### src/rtl/flag_bank_pkg.sv
// Shared op codes and FSM state constants for the flag bank arbiter.
package flag_bank_pkg;

    typedef enum logic [1:0] {
        OP_WRITE  = 2'b00,
        OP_SET    = 2'b01,
        OP_CLEAR  = 2'b10,
        OP_TOGGLE = 2'b11
    } op_t;

    typedef enum logic [1:0] {
        ST_IDLE  = 2'b00,
        ST_ARB   = 2'b01,
        ST_APPLY = 2'b10
    } state_t;

endpackage

### src/rtl/flag_bank_arbiter_if.sv
// Requester-side bus of the flag bank arbiter: request vector, per-requester op/mask/data, completion.
interface flag_bank_arbiter_if #(
    parameter int NREQ   = 4,
    parameter int NFLAGS = 8
);
    // Handshake: req[i] acts as valid and must hold req/op/mask/data stable until
    // ack[i] pulses for one cycle; a req still high on the following edge is a new request.
    logic [NREQ-1:0]        req;
    logic [2*NREQ-1:0]      op;
    logic [NFLAGS*NREQ-1:0] mask;
    logic [NFLAGS*NREQ-1:0] data;
    logic [NREQ-1:0]        ack;
    logic [NFLAGS-1:0]      flags;
    logic                   busy;

    modport master (output req, op, mask, data, input ack, flags, busy);
    modport slave  (input req, op, mask, data, output ack, flags, busy);
endinterface

### src/rtl/rr_arbiter.sv
// Combinational round-robin picker: lowest index at or above ptr with req set, wrapping.
module rr_arbiter #(
    parameter int NREQ  = 4,
    parameter int IDX_W = $clog2(NREQ)
) (
    input  logic [NREQ-1:0]  req,
    input  logic [IDX_W-1:0] ptr,
    output logic             valid,
    output logic [IDX_W-1:0] winner
);
    logic [IDX_W-1:0] idx;

    // Scan from the farthest offset down so the nearest requester overwrites last.
    always_comb begin
        valid  = 1'b0;
        winner = '0;
        idx    = '0;
        for (int k = NREQ - 1; k >= 0; k--) begin
            idx = IDX_W'((int'(ptr) + k) % NREQ);
            if (req[idx]) begin
                valid  = 1'b1;
                winner = idx;
            end
        end
    end
endmodule

### src/rtl/flag_bank_arbiter.sv
// Round-robin arbiter serialising set/clear/toggle/write operations onto one shared flag register.
module flag_bank_arbiter
    import flag_bank_pkg::*;
#(
    parameter int                NREQ        = 4,
    parameter int                NFLAGS      = 8,
    parameter logic [NFLAGS-1:0] RESET_FLAGS = '0
) (
    input  logic                 s_clock,
    input  logic                 preset,
    flag_bank_arbiter_if.slave   bus,
    output state_t               dbg_state
);
    localparam int IDX_W = $clog2(NREQ);

    state_t            state, state_next;
    logic [IDX_W-1:0]  ptr;
    logic [IDX_W-1:0]  win_idx;
    op_t               win_op;
    logic [NFLAGS-1:0] win_mask, win_data;
    logic [NFLAGS-1:0] flags_q, flags_next, op_val;
    logic [NREQ-1:0]   ack_q;

    logic              arb_valid;
    logic [IDX_W-1:0]  arb_winner;
    logic [1:0]        sel_op;
    logic [NFLAGS-1:0] sel_mask, sel_data;

    rr_arbiter #(.NREQ(NREQ), .IDX_W(IDX_W)) u_rr (
        .req    (bus.req),
        .ptr    (ptr),
        .valid  (arb_valid),
        .winner (arb_winner)
    );

    always_comb begin
        sel_op   = '0;
        sel_mask = '0;
        sel_data = '0;
        for (int i = 0; i < NREQ; i++) begin
            if (arb_winner == IDX_W'(i)) begin
                sel_op   = bus.op[2*i +: 2];
                sel_mask = bus.mask[NFLAGS*i +: NFLAGS];
                sel_data = bus.data[NFLAGS*i +: NFLAGS];
            end
        end
    end

    always_comb begin
        state_next = state;
        case (state)
            ST_IDLE:  if (|bus.req) state_next = ST_ARB;
            ST_ARB:   state_next = arb_valid ? ST_APPLY : ST_IDLE;
            ST_APPLY: state_next = ST_IDLE;
            default:  state_next = ST_IDLE;
        endcase
    end

    // Per-bit merge: masked bits take the op result, the rest keep their value.
    always_comb begin
        op_val = '0;
        case (win_op)
            OP_WRITE:  op_val = win_data;
            OP_SET:    op_val = '1;
            OP_CLEAR:  op_val = '0;
            OP_TOGGLE: op_val = ~flags_q;
            default:   op_val = '0;
        endcase
        flags_next = (flags_q & ~win_mask) | (op_val & win_mask);
    end

    always_ff @(posedge s_clock or posedge preset) begin
        if (preset) begin
            state    <= ST_IDLE;
            ptr      <= '0;
            win_idx  <= '0;
            win_op   <= OP_WRITE;
            win_mask <= '0;
            win_data <= '0;
            flags_q  <= RESET_FLAGS;
            ack_q    <= '0;
        end else begin
            state <= state_next;
            ack_q <= '0;
            if (state == ST_ARB && arb_valid) begin
                win_idx  <= arb_winner;
                win_op   <= op_t'(sel_op);
                win_mask <= sel_mask;
                win_data <= sel_data;
            end
            // Flags and ack land on the same edge, so they are visible together.
            if (state == ST_APPLY) begin
                flags_q <= flags_next;
                ack_q   <= NREQ'(1) << win_idx;
                if (win_idx == IDX_W'(NREQ - 1)) ptr <= '0;
                else                             ptr <= win_idx + 1'b1;
            end
        end
    end

    assign bus.ack   = ack_q;
    assign bus.flags = flags_q;
    assign bus.busy  = (state != ST_IDLE);
    assign dbg_state = state;
endmodule

### src/flat_wrapper.sv
// flat-port wrapper written by rule: the top's interface ports become plain ports
module flag_bank_arbiter_flat import flag_bank_pkg::*;
#(
    parameter int                NREQ        = 4,
    parameter int                NFLAGS      = 8,
    parameter logic [NFLAGS-1:0] RESET_FLAGS = '0
)
  (s_clock, preset, dbg_state, bus_req, bus_op, bus_mask, bus_data, bus_ack, bus_flags, bus_busy);
  flag_bank_arbiter_if #(.NREQ(NREQ), .NFLAGS(NFLAGS)) bus_i ();
  input  logic s_clock;
  input  logic preset;
  output state_t dbg_state;
  input wire logic [$bits(bus_i.req)-1:0] bus_req;
  input wire logic [$bits(bus_i.op)-1:0] bus_op;
  input wire logic [$bits(bus_i.mask)-1:0] bus_mask;
  input wire logic [$bits(bus_i.data)-1:0] bus_data;
  output wire logic [$bits(bus_i.ack)-1:0] bus_ack;
  output wire logic [$bits(bus_i.flags)-1:0] bus_flags;
  output wire logic [$bits(bus_i.busy)-1:0] bus_busy;
  assign bus_i.req = bus_req;
  assign bus_i.op = bus_op;
  assign bus_i.mask = bus_mask;
  assign bus_i.data = bus_data;
  assign bus_ack = bus_i.ack;
  assign bus_flags = bus_i.flags;
  assign bus_busy = bus_i.busy;
  flag_bank_arbiter #(.NREQ(NREQ), .NFLAGS(NFLAGS), .RESET_FLAGS(RESET_FLAGS)) u_core (.s_clock(s_clock), .preset(preset), .bus(bus_i), .dbg_state(dbg_state));
endmodule
### config.mk
export PLATFORM = sky130hd
export DESIGN_NAME = flag_bank_arbiter_flat
export DESIGN_NICKNAME = d
export VERILOG_FILES = /design/src/rtl/flag_bank_pkg.sv /design/src/rtl/flag_bank_arbiter_if.sv /design/src/rtl/rr_arbiter.sv /design/src/rtl/flag_bank_arbiter.sv /design/src/flat_wrapper.sv
export SDC_FILE = /design/constraint.sdc
export NUM_CORES = 1
export LEC_CHECK = 0
export BUFFER_PORTS_ARGS = -buffer_cell sky130_fd_sc_hd__clkbuf_2
export CAP_MARGIN = 15
export CELL_PAD_IN_SITES_DETAIL_PLACEMENT = 0
export CELL_PAD_IN_SITES_GLOBAL_PLACEMENT = 1
export CORE_UTILIZATION = 35
export CTS_CLUSTER_DIAMETER = 60
export DETAILED_ROUTE_END_ITERATION = 8
export GPL_TIMING_DRIVEN = 1
export MAX_ROUTING_LAYER = met4
export PLACE_DENSITY = 0.85
export SETUP_SLACK_MARGIN = 0.15
export SLEW_MARGIN = 20
export SYNTH_ARGS = -nofsm -noshare
export SYNTH_HDL_FRONTEND = slang
export SYNTH_SLANG_ARGS = --single-unit
export TNS_END_PERCENT = 5
### constraint.sdc
create_clock -name s_clock -period 2.24 [get_ports s_clock]
set_input_delay 0.112 -clock s_clock [delete_from_list [all_inputs] [get_ports s_clock]]
set_output_delay 0.112 -clock s_clock [all_outputs]
set_load 0.01 [all_outputs]
# Word-level counts from Yosys, hierarchy flattened
# Index checks and enable logic that the tools add are counted.
dict set report word_totals {
  ff_bits 36
  output_inout_bits 15
  wordCells 72
}
dict set report classes {
  add_sub_neg 4
  order_cmp 4
  n_eq_ne 10
  n_shift 1
  mux 34
  n_bitwise 5
  reduce_logical 6
}
# operator count
set op_table {}
lappend op_table {{$mux 8} 8}
lappend op_table {{$pmux 8 s4} 1}
lappend op_table {{$mux 2} 11}
lappend op_table {{$and 8x8->8} 2}
lappend op_table {{$not 8->8} 2}
lappend op_table {{$eq 2x2->1 const B} 6}
lappend op_table {{$lt 2x3->1 const B} 4}
lappend op_table {{$bmux 1 s2} 4}
lappend op_table {{$mux 1} 8}
lappend op_table {{$or 8x8->8} 1}
lappend op_table {{$eq 2x1->1 const B} 3}
lappend op_table {{$logic_not 2->1} 3}
lappend op_table {{$add 2x1->2 const B} 2}
lappend op_table {{$add 2x2->2 const B} 2}
lappend op_table {{$mux 4} 1}
lappend op_table {{$pmux 2 s2} 1}
lappend op_table {{$reduce_or 4->1} 1}
lappend op_table {{$shl 1x2->4 const A} 1}
lappend op_table {{$ne 2x1->1 const B} 1}
lappend op_table {{$reduce_bool 2->1} 1}
lappend op_table {{$logic_and 1x1->1} 1}

# Logic depth before layout (Yosys ltp)
dict set report logic_depth {
  word_depth 12
  mapped_depth 8
}

# Cells and area by module
# A second synthesis with hierarchy kept.
dict set report hier_totals {
  cells_unflattened 194
  area_unflattened_um2 2090.8
}
# module n_inst cells_each area_each_um2
set modules_own_cells {}
lappend modules_own_cells {flag_bank_arbiter 1 181 2013.2}
lappend modules_own_cells {rr_arbiter 1 13 77.6}

# Least setup slack after synthesis
# Ideal clock, no wire load.
dict set report synth_path {
  path_kind {register to register}
  from {register u_core.ptr[1]}
  to {register u_core.win_data[0]}
  arrival_time_ns 1.494
  required_time_ns 2.108
  path_slack_ns 0.614
  path_stages_with_launch 8
  path_buffers 2
  cell_sequence {dfrtp_1 mux2i_1 nor2_1 a311oi_2 nand2b_2 buf_6 buf_12 o221ai_2}
}
dict set report synth_via {
  elab_chain_len 12
  word_cells_on_any_way 28
  classes_between {3 x add/sub; 3 x eq/ne; 20 x mux; 2 x reduce/logical}
}
# item line
set synth_rtl {}
lappend synth_rtl {{from (decl)} flag_bank_arbiter.sv:17} ;# logic [IDX_W-1:0] ptr;
lappend synth_rtl {{from (signal assigned)} flag_bank_arbiter.sv:96} ;# else ptr <= win_idx + 1'b1;
lappend synth_rtl {{$add 2x2->2} rr_arbiter.sv:19} ;# idx = IDX_W'((int'(ptr) + k) % NREQ);
lappend synth_rtl {{$bmux 1 s2} rr_arbiter.sv:20} ;# if (req[idx]) begin
lappend synth_rtl {{$mux 1 (implied by the code)} rr_arbiter.sv:20}
lappend synth_rtl {{$mux 2 (4 in a row)} rr_arbiter.sv:20}
lappend synth_rtl {{$logic_not 2->1} flag_bank_arbiter.sv:41} ;# if (arb_winner == IDX_W'(i)) begin
lappend synth_rtl {{$mux 8 (4 in a row)} flag_bank_arbiter.sv:41}
lappend synth_rtl {{to (signal assigned)} flag_bank_arbiter.sv:89} ;# win_data <= sel_data;
lappend synth_rtl {{to (decl)} flag_bank_arbiter.sv:20} ;# logic [NFLAGS-1:0] win_mask, win_data;
# Several ways; a longest one is shown, not always the timed one. The select of a mux whose other input is x is not followed.
# A chain may end at the register's enable or synchronous reset.

# Worst setup path in the final report
dict set report layout_path {
  from {register u_core.ptr[1]}
  to {register u_core.win_op[1]}
}
dict set report layout_via {
  elab_chain_len 12
  word_cells_on_any_way 28
  classes_between {3 x add/sub; 3 x eq/ne; 20 x mux; 2 x reduce/logical}
}
# item line
set layout_rtl {}
lappend layout_rtl {{$add 2x2->2} rr_arbiter.sv:19}
lappend layout_rtl {{$bmux 1 s2} rr_arbiter.sv:20}
lappend layout_rtl {{$mux 1 (implied by the code)} rr_arbiter.sv:20}
lappend layout_rtl {{$mux 2 (4 in a row)} rr_arbiter.sv:20}
lappend layout_rtl {{$logic_not 2->1} flag_bank_arbiter.sv:41}
lappend layout_rtl {{$mux 2 (4 in a row)} flag_bank_arbiter.sv:41}
lappend layout_rtl {{to (signal assigned)} flag_bank_arbiter.sv:87} ;# win_op <= op_t'(sel_op);
lappend layout_rtl {{to (decl)} flag_bank_arbiter.sv:19} ;# op_t win_op;
# Several ways; a longest one is shown, not always the timed one. The select of a mux whose other input is x is not followed.

==> metrics.txt <==
critical hold path startpoint bus_mask[4]; CP max FO 14; Setup CP Type reg2reg; GPL Wtd Cong 0.717; unique cell type count in the Yosys netlist 26; initial core utilization a little over a third; DIE AREA 0.00638 mm2; CTS root buf clkbuf_8; die span in y 79.9 um; fin util 46.9%; Detail Route Antenna Nets 0; CP cell instances a21oi_1 -> o21ai_1 -> o2bb2a_4 -> buf_4 -> mux2i_1 -> o221ai_2; register area share after synthesis 42.4%; DR DRC count 0; vias 1814; initial antenna violation count 0; CTS Buf Count 5; syn nets 279; synthesis-to-finish area growth 29.9%; Clk pin slew, worst setup/hold paths 0.07 ns; num ports 93; Final Setup Violations 0; CP Capture Type flop; Worst VDD drop roughly 570 uV; Syn Std Cell Area 0.00212 mm2; Largest stage delay, worst path between 0.4 and 0.5 ns; Startpoint Class flop; HP Class in2reg; Final Instance Area 0.00276 mm2; CP max stage cell dfrtp_1; vias in the first global route 1760; minimum clock period 1.88 ns; total negative slack 0 ns; clk sink count 36; grt total ovfl 0; number of core rows 28; mean routed wirelength per cell 13.9 um; average size of a mapped cell 10.8 um2; critical path arrival 2.04 ns; largest net degree at the start of global routing 37; fmax about 530 MHz; core area 0.00589 mm2; Total GRT Usage 17.8%; Buffers on Ports 92; first-pass GRT wire length around 8300 um; LEAKAGE 1.41 nW; placed cell areas between 0.002 and 0.003 mm2; period utilization 83.8%; RR Startpoint u_core.ptr[1]; Clock Skew 0.00587 ns; register bit total from synthesis 36; filler cell count 564; drt first pass iters 4; fin nets 373; Data required, critical path 2.41 ns; worst r2r dst u_core.win_op[1]; pwr dens 1230 mW/mm2; run status finished clean; routed vias/inst 4.94; MaxCap Viol Count 0; final wirelength 5090 um; warnings from Yosys 0; layout cells sized above 1 42.1%; actual slew at the worst max-slew pin approximately 0.47 ns; Slew HR between 60 and 70%; hold-critical path depth 3; Clock Latency Late Sink a little under 0.3 ns; Clock Tree Buf Depth 2; # H-tree levels 2; Final Hold Fails 0; worst reg-to-reg path cell count 6; gate count after technology mapping just under 200; starting DRC count in detailed routing between 150 and 200; diode count 0; CTS tree yes; Hold EP u_core.win_mask[4]; flop2flop setup slack 0.36 ns; Slew Viols, Final 0; DP Wirelength 3730 um; RSZ-0062 raised after global routing false; Die W 79.9 um
[power by group]
| part | internal, mW | leakage [nW] | switching, mW |
|---|---|---|---|
| clock | 0.393 | 0.0645 | 0.244 |
| sequential | 0.945 | 0.453 | 0.234 |
| combinational | 0.712 | 0.893 | 0.869 |
[cell type report]
cell class | count | area [um2] | area share [%]
multi-input cells | 143 | 1080 | 39.1
inverters | 7 | 38.8 | 1.41
well taps | 75 | 93.8 | 3.40
clock buffers | 7 | 96.3 | 3.49
repair buffers | 98 | 520 | 18.9
flip-flops and latches | 36 | 901 | 32.7
clock inverters | 1 | 30.0 | 1.09
[logic make-up (layout without fill, tap and decap cells)]
group	Yosys count	count (layout)	share of synthesized area, %
compound gates	51	51	19.6
fa+ha+maj	4	4	2.36
buf+inv	18	113	7.01
flops	36	36	42.4
mux	38	38	18.0
simple gates	50	50	10.6
[cell usage after synthesis, drive strengths merged]
master,number,area share [%]
or3b,1,0.41
o2bb2a,1,0.94
o21ai,28,6.6
ha,4,2.4
clkbuf,3,0.53
a311oi,1,0.71
mux2i,37,17
nand2b,2,0.71
nor2b,1,0.29
a21oi,3,0.71
mux2,1,0.53
buf,8,4.7
dfrtp,36,42
and2,4,1.2
nor4,1,0.29
nor2,3,0.53
inv,6,1.1
o221ai,18,11
nand2,37,6.9
clkinv,1,0.77
or2,1,0.29
[per-layer routing]
layer,track usage (%),vias to the layer above,wire (um)
li1,-,901,-
met1,21.9,846,2330
met2,29.1,61,2400
met3,3.43,6,285
met4,6.43,0,61
met5,-,-,0
[stage by stage]
step	hold slack [ns]	worst slack [ns]	cells	power, mW
floorplan	0.263	0.614	197	2.39
global placement	0.222	0.388	358	2.72
detailed placement	0.230	0.274	358	2.78
CTS	0.121	0.279	367	3.42
global route	0.148	0.223	367	3.68
finish	0.140	0.363	367	3.40
[critical path, delay by kind of cell, from the launching register on]
kind | cells | cell delay, ns
AO/OA/AOI/OAI | 4 | 0.78
buffers and inverters | 1 | 0.25
flip-flops | 1 | 0.46
multiplexers | 1 | 0.27
[repair_timing]
item / 4_1_cts / 5_1_grt
resized for setup: 0 / 1
hold buffers: 1 / 0
setup endpoints to repair: 0 / 1
hold endpoints to repair: 36 / 0
setup buffers: 0 / 0
[worst max path at each step]
stage / startpoint / slack (ns) / depth (start not counted) / end
final: u_core.ptr[1] / 0.36 / 6 / u_core.win_op[1]
after global routing: u_core.ptr[1] / 0.22 / 6 / u_core.win_op[1]
after CTS: u_core.ptr[1] / 0.28 / 5 / u_core.win_data[6]
after detailed placement: u_core.ptr[1] / 0.27 / 5 / u_core.win_data[5]
after global placement: u_core.ptr[1] / 0.39 / 5 / u_core.win_data[6]
after floorplan: u_core.ptr[1] / 0.61 / 7 / u_core.win_data[0]
[layout by cell type, fill, tap and decap left out]
| cell type | netlist | routed |
|---|---|---|
| mux2i_1 | 37 | 37 |
| o2bb2a_4 | 1 | 1 |
| nand2_4 | 1 | 1 |
| and2_1 | 4 | 4 |
| nor4_1 | 1 | 1 |
| inv_1 | 6 | 6 |
| clkbuf_2 | 0 | 92 |
| ha_1 | 4 | 4 |
| nand2_1 | 36 | 36 |
| o21ai_0 | 27 | 27 |
| or3b_1 | 1 | 1 |
| bufinv_16 | 0 | 1 |
| o221ai_1 | 7 | 7 |
| or2_2 | 1 | 1 |
| o221ai_2 | 11 | 11 |
| mux2_2 | 1 | 1 |
| nand2b_4 | 0 | 1 |
| buf_12 | 1 | 1 |
| clkbuf_8 | 0 | 7 |
| a311oi_2 | 1 | 1 |
| clkinv_8 | 1 | 1 |
| nor2b_1 | 1 | 1 |
| dlygate4sd3_1 | 0 | 1 |
| a21oi_1 | 3 | 3 |
| dfrtp_1 | 36 | 36 |
| nand2b_1 | 1 | 1 |
| o21ai_1 | 1 | 1 |
| nor2_1 | 3 | 3 |
| buf_4 | 0 | 4 |
No activity file was read; power rests on OpenSTA's default activity.
